--- config.mk ---
export PLATFORM = sky130hd
export DESIGN_NAME = hit_detector_flat
export DESIGN_NICKNAME = d
export VERILOG_FILES = /design/src/rtl/wam_pkg.sv /design/src/rtl/hit_detector_if.sv /design/src/rtl/button_conditioner.sv /design/src/rtl/hit_detector.sv /design/src/flat_wrapper.sv
export SDC_FILE = /design/constraint.sdc
export NUM_CORES = 1
export LEC_CHECK = 0
export ABC_AREA = 0
export BUFFER_PORTS_ARGS = -buffer_cell sky130_fd_sc_hd__buf_2
export CORE_ASPECT_RATIO = 1.5
export CORE_UTILIZATION = 56
export DETAILED_ROUTE_END_ITERATION = 10
export PLACE_DENSITY = 0.93
export SLEW_MARGIN = 15
export SYNTH_ARGS = -nofsm -noshare
export SYNTH_HDL_FRONTEND = slang
export SYNTH_SLANG_ARGS = --single-unit
--- constraint.sdc ---
create_clock -name clk -period 6.48 [get_ports clk]
set_clock_uncertainty 0.05 [all_clocks]
set_input_delay 1.296 -clock clk [delete_from_list [all_inputs] [get_ports clk]]
set_output_delay 1.296 -clock clk [all_outputs]
set_load 0.005 [all_outputs]
--- src/rtl/wam_pkg.sv ---
// wam_pkg: constants shared by the whack-a-mole light controller and hit detector.
//   - FSM state encodings for hit_detector (3-bit)
//   - mole count and the timing / position / flick-count widths
package wam_pkg;

    localparam int NUM_MOLES = 9;
    localparam int TIME_W    = 28;
    localparam int POS_W     = 4;
    localparam int FLICK_W   = 6;

    localparam logic [2:0] S_IDLE       = 3'd0;
    localparam logic [2:0] S_WAIT_LIGHT = 3'd1;
    localparam logic [2:0] S_ARMED      = 3'd2;
    localparam logic [2:0] S_RESOLVED   = 3'd3;
    localparam logic [2:0] S_DONE       = 3'd4;

    typedef enum logic [2:0] {
        ST_IDLE       = S_IDLE,
        ST_WAIT_LIGHT = S_WAIT_LIGHT,
        ST_ARMED      = S_ARMED,
        ST_RESOLVED   = S_RESOLVED,
        ST_DONE       = S_DONE
    } state_e;

endpackage

--- src/rtl/hit_detector_if.sv ---
// hit_detector_if: game-side bundle between the light controller / score display
// and the hit detector.
//   master: drives start, lights, light_pos, light_counter; receives the tallies
//   slave : the hit detector
//   start, lights[8:0], light_pos[3:0], light_counter[5:0] -> detector
//   score, misses [SCORE_W-1:0], hit_pulse, miss_pulse, game_over -> display
interface hit_detector_if #(
    parameter int SCORE_W = 8
);
    import wam_pkg::*;

    logic                 start;
    logic [NUM_MOLES-1:0] lights;
    logic [POS_W-1:0]     light_pos;
    logic [FLICK_W-1:0]   light_counter;
    logic [SCORE_W-1:0]   score;
    logic [SCORE_W-1:0]   misses;
    logic                 hit_pulse;
    logic                 miss_pulse;
    logic                 game_over;

    modport master (
        output start, lights, light_pos, light_counter,
        input  score, misses, hit_pulse, miss_pulse, game_over
    );

    modport slave (
        input  start, lights, light_pos, light_counter,
        output score, misses, hit_pulse, miss_pulse, game_over
    );

endinterface

--- src/rtl/button_conditioner.sv ---
// button_conditioner: turns the nine raw asynchronous mole buttons into
// single-cycle press strobes.
//   clk, reset (sync, active-high)
//   buttons[8:0] : raw active-high buttons
//   press[8:0]   : one-cycle strobe on each 0->1 of the conditioned level
// Optional macro WAM_DEBOUNCE_EN: the synchronized level must hold for
// DEBOUNCE_CYCLES consecutive cycles before the conditioned level follows it.
module button_conditioner
    import wam_pkg::*;
#(
    parameter logic [TIME_W-1:0] DEBOUNCE_CYCLES = 28'd500000
) (
    input  logic                 clk,
    input  logic                 reset,
    input  logic [NUM_MOLES-1:0] buttons,
    output logic [NUM_MOLES-1:0] press
);

    logic [NUM_MOLES-1:0] sync1_q, sync1_d;
    logic [NUM_MOLES-1:0] sync2_q, sync2_d;
    logic [NUM_MOLES-1:0] prev_q, prev_d;
    logic [NUM_MOLES-1:0] level;

    always_comb begin
        sync1_d = buttons;
        sync2_d = sync1_q;
        prev_d  = level;
    end

    always_ff @(posedge clk) begin
        if (reset) begin
            sync1_q <= '0;
            sync2_q <= '0;
            prev_q  <= '0;
        end else begin
            sync1_q <= sync1_d;
            sync2_q <= sync2_d;
            prev_q  <= prev_d;
        end
    end

`ifdef WAM_DEBOUNCE_EN
    // Down-counter per button, reloaded whenever the synchronized input agrees
    // with the accepted level; the level flips when a disagreement reaches
    // terminal count, i.e. after DEBOUNCE_CYCLES consecutive differing cycles.
    localparam logic [TIME_W-1:0] RELOAD = DEBOUNCE_CYCLES - TIME_W'(1);

    logic [TIME_W-1:0]    cnt_q [NUM_MOLES];
    logic [TIME_W-1:0]    cnt_d [NUM_MOLES];
    logic [NUM_MOLES-1:0] stable_q, stable_d;

    always_comb begin
        stable_d = stable_q;
        for (int i = 0; i < NUM_MOLES; i++) begin
            cnt_d[i] = cnt_q[i];
            if (sync2_q[i] == stable_q[i]) begin
                cnt_d[i] = RELOAD;
            end else if (cnt_q[i] == '0) begin
                stable_d[i] = sync2_q[i];
                cnt_d[i]    = RELOAD;
            end else begin
                cnt_d[i] = cnt_q[i] - TIME_W'(1);
            end
        end
    end

    always_ff @(posedge clk) begin
        if (reset) begin
            stable_q <= '0;
            for (int i = 0; i < NUM_MOLES; i++) cnt_q[i] <= RELOAD;
        end else begin
            stable_q <= stable_d;
            for (int i = 0; i < NUM_MOLES; i++) cnt_q[i] <= cnt_d[i];
        end
    end

    assign level = stable_q;
`else
    logic unused_debounce_cfg;
    assign unused_debounce_cfg = ^DEBOUNCE_CYCLES;
    assign level = sync2_q;
`endif

    assign press = level & ~prev_q;

endmodule

--- src/rtl/hit_detector.sv ---
// hit_detector: matches mole button presses against the lit position and keeps
// per-game hit / miss tallies.
//   clk, reset (sync, active-high)
//   buttons[8:0] : raw mole buttons (active-high, asynchronous)
//   bus          : hit_detector_if.slave (game inputs in, tallies/strobes out)
// Optional macro WAM_DEBOUNCE_EN enables per-button debounce in the conditioner.
//
// state      | meaning
// -----------+-----------------------------------------------------------
// IDLE       | no game; counters hold; start=1 clears them and begins
// WAIT_LIGHT | between flicks; any press is a false whack
// ARMED      | a mole is lit; first press decides hit or miss
// RESOLVED   | flick already scored; presses ignored until light goes off
// DONE       | game over; counters frozen until start drops
module hit_detector
    import wam_pkg::*;
#(
    parameter int unsigned       ROUNDS          = 30,
    parameter int                SCORE_W         = 8,
    parameter logic [TIME_W-1:0] DEBOUNCE_CYCLES = 28'd500000
) (
    input  logic                 clk,
    input  logic                 reset,
    input  logic [NUM_MOLES-1:0] buttons,
    hit_detector_if.slave        bus
);

    localparam logic [FLICK_W-1:0] ROUNDS_L  = FLICK_W'(ROUNDS);
    localparam logic [SCORE_W-1:0] SCORE_MAX = '1;

    logic [NUM_MOLES-1:0] press;

    button_conditioner #(
        .DEBOUNCE_CYCLES (DEBOUNCE_CYCLES)
    ) u_cond (
        .clk     (clk),
        .reset   (reset),
        .buttons (buttons),
        .press   (press)
    );

    state_e             state_q, state_d;
    logic [SCORE_W-1:0] score_q, score_d;
    logic [SCORE_W-1:0] misses_q, misses_d;
    logic               hit_pulse_q, hit_pulse_d;
    logic               miss_pulse_q, miss_pulse_d;

    logic   any_press;
    logic   hit_press;
    logic   lit;
    state_e round_end;

    always_comb begin
        any_press = |press;
        lit       = |bus.lights;
        // Out-of-range positions never match, so every press becomes a miss.
        hit_press = (bus.light_pos <= POS_W'(NUM_MOLES - 1)) && press[bus.light_pos];
        round_end = (bus.light_counter >= ROUNDS_L) ? ST_DONE : ST_WAIT_LIGHT;
    end

    always_comb begin
        state_d      = state_q;
        score_d      = score_q;
        misses_d     = misses_q;
        hit_pulse_d  = 1'b0;
        miss_pulse_d = 1'b0;

        case (state_q)
            ST_IDLE: begin
                if (bus.start) begin
                    score_d  = '0;
                    misses_d = '0;
                    state_d  = ST_WAIT_LIGHT;
                end
            end
            ST_WAIT_LIGHT: begin
                if (!bus.start) begin
                    state_d = ST_IDLE;
                end else begin
                    // A press landing in the same cycle the light appears is
                    // still a false whack; the light only arms next cycle.
                    if (any_press) miss_pulse_d = 1'b1;
                    if (lit) state_d = ST_ARMED;
                end
            end
            ST_ARMED: begin
                if (!bus.start) begin
                    state_d = ST_IDLE;
                end else if (hit_press) begin
                    hit_pulse_d = 1'b1;
                    state_d     = ST_RESOLVED;
                end else if (any_press) begin
                    miss_pulse_d = 1'b1;
                    state_d      = ST_RESOLVED;
                end else if (!lit) begin
                    miss_pulse_d = 1'b1;
                    state_d      = round_end;
                end
            end
            ST_RESOLVED: begin
                if (!bus.start) begin
                    state_d = ST_IDLE;
                end else if (!lit) begin
                    state_d = round_end;
                end
            end
            ST_DONE: begin
                if (!bus.start) state_d = ST_IDLE;
            end
            default: state_d = ST_IDLE;
        endcase

        if (hit_pulse_d && (score_q != SCORE_MAX)) score_d = score_q + SCORE_W'(1);
        if (miss_pulse_d && (misses_q != SCORE_MAX)) misses_d = misses_q + SCORE_W'(1);
    end

    always_ff @(posedge clk) begin
        if (reset) begin
            state_q      <= ST_IDLE;
            score_q      <= '0;
            misses_q     <= '0;
            hit_pulse_q  <= 1'b0;
            miss_pulse_q <= 1'b0;
        end else begin
            state_q      <= state_d;
            score_q      <= score_d;
            misses_q     <= misses_d;
            hit_pulse_q  <= hit_pulse_d;
            miss_pulse_q <= miss_pulse_d;
        end
    end

    assign bus.score      = score_q;
    assign bus.misses     = misses_q;
    assign bus.hit_pulse  = hit_pulse_q;
    assign bus.miss_pulse = miss_pulse_q;
    assign bus.game_over  = (state_q == ST_DONE);

endmodule

--- src/flat_wrapper.sv ---
// flat-port wrapper written by rule: the top's interface ports become plain ports
module hit_detector_flat import wam_pkg::*;
#(
    parameter int unsigned       ROUNDS          = 30,
    parameter int                SCORE_W         = 8,
    parameter logic [TIME_W-1:0] DEBOUNCE_CYCLES = 28'd500000
)
  (clk, reset, buttons, bus_start, bus_lights, bus_light_pos, bus_light_counter, bus_score, bus_misses, bus_hit_pulse, bus_miss_pulse, bus_game_over);
  hit_detector_if #(.SCORE_W(SCORE_W)) bus_i ();
  input  logic clk;
  input  logic reset;
  input  logic [NUM_MOLES-1:0] buttons;
  input wire logic [$bits(bus_i.start)-1:0] bus_start;
  input wire logic [$bits(bus_i.lights)-1:0] bus_lights;
  input wire logic [$bits(bus_i.light_pos)-1:0] bus_light_pos;
  input wire logic [$bits(bus_i.light_counter)-1:0] bus_light_counter;
  output wire logic [$bits(bus_i.score)-1:0] bus_score;
  output wire logic [$bits(bus_i.misses)-1:0] bus_misses;
  output wire logic [$bits(bus_i.hit_pulse)-1:0] bus_hit_pulse;
  output wire logic [$bits(bus_i.miss_pulse)-1:0] bus_miss_pulse;
  output wire logic [$bits(bus_i.game_over)-1:0] bus_game_over;
  assign bus_i.start = bus_start;
  assign bus_i.lights = bus_lights;
  assign bus_i.light_pos = bus_light_pos;
  assign bus_i.light_counter = bus_light_counter;
  assign bus_score = bus_i.score;
  assign bus_misses = bus_i.misses;
  assign bus_hit_pulse = bus_i.hit_pulse;
  assign bus_miss_pulse = bus_i.miss_pulse;
  assign bus_game_over = bus_i.game_over;
  hit_detector #(.ROUNDS(ROUNDS), .SCORE_W(SCORE_W), .DEBOUNCE_CYCLES(DEBOUNCE_CYCLES)) u_core (.clk(clk), .reset(reset), .buttons(buttons), .bus(bus_i));
endmodule
# After elaboration in Yosys (flattened, before gate mapping)
# Index checks and enable logic that the tools add are counted.
dict set report word_totals {
  latch_bits 0
  rom_bits 0
  mem_count 0
  register_bits 48
  out_inout_bits 19
  wordCells 64
  ram_bits 0
  in_bits 31
}
dict set report op_classes {
  mux 27
  reduce_logical 13
  div_mod_pow 0
  shift 0
  n_mul 0
  n_addsub 2
  eq_ne 9
  bitwise_logic 2
  n_lt_le_gt_ge 3
}
# cell count
set ops {}
lappend ops {{$mux W8} 4}
lappend ops {{$mux W3} 10}
lappend ops {{$reduce_or A9 Y1} 2}
lappend ops {{$add A8 B1 Y8 const B} 2}
lappend ops {{$ne A8 B8 Y1 const B} 2}
lappend ops {{$pmux W3 S5} 1}
lappend ops {{$mux W1} 10}
lappend ops {{$and A9 B9 Y9} 1}
lappend ops {{$not A9 Y9} 1}
lappend ops {{$reduce_bool A2 Y1} 4}
lappend ops {{$eq A3 B2 Y1 const B} 2}
lappend ops {{$ge A6 B5 Y1 const B} 1}
lappend ops {{$lt A4 B5 Y1 const B} 1}
lappend ops {{$bmux W1 S4} 1}
lappend ops {{$le A4 B4 Y1 const B} 1}
lappend ops {{$ne A2 B2 Y1 const B} 2}
lappend ops {{$reduce_and A2 Y1} 2}
lappend ops {{$eq A3 B1 Y1 const B} 1}
lappend ops {{$eq A3 B3 Y1 const B} 1}
lappend ops {{$logic_and A1 B1 Y1} 3}
lappend ops {{$logic_not A3 Y1} 1}
lappend ops {{$ne A3 B2 Y1 const B} 1}
lappend ops {{$reduce_and A3 Y1} 1}
lappend ops {{$pmux W1 S2} 1}

# Longest topological paths before layout
dict set report depth {
  depth_word 11
  mapped_depth 8
}

# Hierarchy
# From an unflattened synthesis, not the netlist that was laid out.
dict set report unflattened {
  cells_unflattened 215
  hier_area_um2 2103.3
}
# module cells_per_inst area_each_um2 instances
set by_module_without_submodules {}
lappend by_module_without_submodules {hit_detector 150 1297.5 1}
lappend by_module_without_submodules {button_conditioner 65 805.8 1}

# Worst setup path before layout
# OpenSTA, ideal clock, no wires.
dict set report synth_timing {
  path_kind {in2reg}
  startpoint {input port bus_lights[1]}
  endpoint {register u_core.misses_q[3] (netlist: u_core.bus.misses[3])}
  path_buffers 0
  cell_stages 6
  arrival_time_ns 3.237
  slack_ns 3.124
  path_cell_list {or4_4 > nor4_4 > nand3_2 > a211o_1 > or4_1 > a21oi_1}
}
dict set report synth_between {
  elab_chain_cells 9
  word_cells_on_any_way 11
}
# item line
set synth_rtl {}
lappend synth_rtl {{from (decl)} flat_wrapper.sv:14} ;# input wire logic [$bits(bus_i.lights)-1:0] bus_lights;
lappend synth_rtl {{$reduce_or A9 Y1 *} hit_detector.sv:55} ;# lit = |bus.lights;
lappend synth_rtl {{$mux W1 *} hit_detector.sv:95} ;# end else if (!lit) begin
lappend synth_rtl {{$mux W1 *} hit_detector.sv:92} ;# end else if (any_press) begin
lappend synth_rtl {{$mux W1 *} hit_detector.sv:89} ;# end else if (hit_press) begin
lappend synth_rtl {{$mux W1 *} hit_detector.sv:87} ;# if (!bus.start) begin
lappend synth_rtl {{$pmux W1 S2 *} hit_detector.sv:68} ;# case (state_q)
lappend synth_rtl {{$logic_and A1 B1 Y1 *} hit_detector.sv:114} ;# if (miss_pulse_d && (misses_q != SCORE_MAX)) misses_d = misses_q + SCORE_W'(1);
lappend synth_rtl {{$reduce_bool A2 Y1 (no source line)} --}
lappend synth_rtl {{$reduce_and A2 Y1 (no source line)} --}
lappend synth_rtl {{to (signal assigned)} hit_detector.sv:127} ;# misses_q <= misses_d;
lappend synth_rtl {{to (decl)} hit_detector.sv:44} ;# logic [SCORE_W-1:0] misses_q, misses_d;
# Every way passes the cells marked *; elsewhere a longest branch is shown, timed or not.
# A chain may end at the register's enable or synchronous reset.

# Worst setup path after layout
# Same ends and word-level chain as after synthesis.

==> qor.yml <==
fin_nets: 289
reg2reg_from: "u_core.u_cond.level[2]$_SDFF_PP0_"
startpoint_type: "primary input"
end_kind: "register"
hp-class: "reg2reg"
start_util_pct: 59.4
yosysMostFrequentCell: "dfxtp_1"
hold_buffers: 0
drive_above_1_share_pct: 27.6
seq_power_share_pct: 54.1
synth_fp_nets: 245
crit_buf_inv: 1
via_count: 1698
ios: 50
tightest_slew_ns: 1.08
vias_per_cell: 5.68
ys_async_sr_fraction_pct: 0
overflow: 0
cts_made_buffers: 5
cp.arrival_ns: 3.64
min_period_over_period_pct: 53.2
muxShareOfSynthArea_pct: 3.39
power_density_nw_per_um2: 236
swShare_pct: 22.6
netlist.area_leader.share_pct: 46.5
postRouteAntennaNets: 0
cts_root_buf: "clkbuf_8"
coreArea_um2: 3480
num_rows: 26
wl_per_cell_um: 13.7
hold_viol: 0
worstRegToRegCells: 6
htree_levels: 2
die_h_um: 76.4
dieWidth_um: 51.6
p_leak_nw: 0.992
cts.sinks: 48
p_comb_share_pct: 7.2
finalSetupViolations: 0
first_pass_iters: 4
cts.clk_slew.worst_paths_ns: 0.09
area_growth_pct: 15.9
period_needed_ns: 3.45
grt_usage_pct: 22.9
critPathRequiredTime_ns: 6.67
status: "finished, final reports clean"
grt_max_degree: 39
slowest_delay_ns: 0.56
drc_errors: 0
ys_ff_latch: 48
dp_hpwl_um: 3000
place.gp.congestion: 0.814
rsz0062_at_grt: "false"
grt_pass1_wl_um: 6840
synthTopCellsByArea: "dfxtp_1 (46%), nor2b_1 (12%), a21oi_1 (3.1%)"
yosys_warnings: 0
setup-tns-final_ns: 0
slew_headroom_pct: 27.1
cp_max_fo: 15
antenna_found_initial: 0
avgSynthCellArea_um2: 9.76
synth_area_um2: 2070
yosys.area.top_type: "dfxtp_1"
r2r_end: "u_core.bus.score[0]$_SDFFE_PP0P_"
p_switching_mw: 0.128
grt_pass1_vias: 1625
critPathLaunch: "bus_lights[1]"
synth_compound_area_share_pct: 13.6
dp_cells: 291
clock_path_buffers: 2
synthSimpleGateAreaFrac_pct: 30.1
num_antenna_cells: 0
fin_cells: 299
fmax_mhz: 290
drv_slew: 0
synth_top_family_by_area: "simple AND/OR/NAND/NOR gates"
p_clk_share_pct: 38.6
die_area_um2: 3950
first_iter_violations: 59
path_cells: "buf_2, or4_4, nor4_4, nand3_2, a211o_1, or4_1, a21oi_1"
ys_types: 47
postCtsSetupBuffers: 0
cp-endpoint: "u_core.bus.misses[3]$_SDFFE_PP0P_"
wirelength_um: 4080
internal-power_mw: 0.438
synth_common_cells: "dfxtp_1 (48), nor2b_1 (40), a21oi_1 (13)"
cts_resized: 0
ys_seq_area_share_pct: 46.5
synthAdderAreaFrac_pct: 1.21
critical_path_class: "in2reg"
slowest_stage: "or4_1"
synth_edf_count: 0
synth_flop_cell: "dfxtp_1"
path_depth: 7
synthCells: 212
crit_family: "simple AND/OR/NAND/NOR gates"
cts_tree: "built"
r2r_slack_ns: 3.81
io_buffers: 48
maxCapViolCount: 0
worst_skew_pair.late_latency_ns: 0.30
ir_drop_mv: 0.214
synth_xor_area_share_pct: 0.847
-- how the worst min path moves through the flow --
stage	endpoint	slack, ns	startpoint	cells past startpoint
final	u_core.u_cond.level[8]$_SDFF_PP0_	0.39	u_core.u_cond.sync1_q[8]$_SDFF_PP0_	1
after global routing	u_core.u_cond.level[8]$_SDFF_PP0_	0.41	u_core.u_cond.sync1_q[8]$_SDFF_PP0_	1
after CTS	u_core.u_cond.level[8]$_SDFF_PP0_	0.40	u_core.u_cond.sync1_q[8]$_SDFF_PP0_	1
after detailed placement	u_core.u_cond.level[8]$_SDFF_PP0_	0.38	u_core.u_cond.sync1_q[8]$_SDFF_PP0_	1
after global placement	u_core.u_cond.level[0]$_SDFF_PP0_	0.37	u_core.u_cond.sync1_q[0]$_SDFF_PP0_	1
after floorplan	u_core.u_cond.level[0]$_SDFF_PP0_	0.36	u_core.u_cond.sync1_q[0]$_SDFF_PP0_	1
-- through the flow --
| step | utilization [%] | setup slack (ns) | power, mW | hold WS (ns) | area (um2) |
|---|---|---|---|---|---|
| final | 68.9 | 3.03 | 0.566 | 0.395 | 2400 |
| after detailed placement | 65.5 | 2.71 | 0.354 | 0.378 | 2280 |
| after CTS | 68.9 | 3.03 | 0.572 | 0.401 | 2400 |
| after global routing | 68.9 | 2.93 | 0.585 | 0.415 | 2400 |
| after floorplan | - | 3.12 | 0.342 | 0.364 | 2070 |
| after global placement | 65.5 | 2.78 | 0.352 | 0.366 | 2280 |
-- power by group through the flow --
stage	Combinational [mW]	Sequential [mW]	Clock, mW
after floorplan	0.0304	0.311	0
after global placement	0.0389	0.313	0
after detailed placement	0.0409	0.313	0
after CTS	0.0410	0.306	0.224
after global routing	0.0450	0.307	0.232
final	0.0409	0.306	0.219
-- cells by family (layout without fill, tap and decap cells) --
| group | Yosys count | after routing |
|---|---|---|
| compound gates | 42 | 42 |
| xor+xnor | 2 | 2 |
| fa+ha+maj | 2 | 2 |
| buf+inv | 14 | 59 |
| flops | 48 | 48 |
| mux | 4 | 4 |
| simple gates | 100 | 100 |
-- cell usage in the layout, fill, tap and decap left out, types with 6 or more instances in the layout --
cell       n
nand2_1    7
buf_2     48
o31ai_1    6
nand3_1   12
dfxtp_1   48
a21oi_1   13
or4_1      7
o211ai_1   6
nor2_1     7
nor2b_1   40
-- final cells by class --
| type | count | area, um2 |
|---|---|---|
| fill | 270 | 1080 |
| multi-input combinational | 150 | 1020 |
| sequential | 48 | 961 |
| timing repair buffer | 48 | 240 |
| clock buffer | 5 | 68.8 |
| tap | 42 | 52.6 |
| clock inverter | 3 | 47.5 |
| inverter | 3 | 11.3 |
-- registers in the layout (all words and copies together), names as in the netlist --
signal and flops:
u_core.bus.misses 8, u_core.bus.miss_pulse 1, u_core.bus.score 8, u_core.u_cond.prev_q 9, u_core.u_cond.sync1_q 9, u_core.bus.hit_pulse 1, u_core.state_q 3, u_core.u_cond.level 9
-- per-layer routing --
layer / vias to the layer above / track usage, % / routed length, um
li1: 853 / - / -
met2: 43 / 42.9 / 2230
met4: 0 / 10.0 / 73
met1: 796 / 22.8 / 1600
met3: 6 / 4.79 / 182
met5: - / 0 / 0
(Power assumes the default switching activity.)
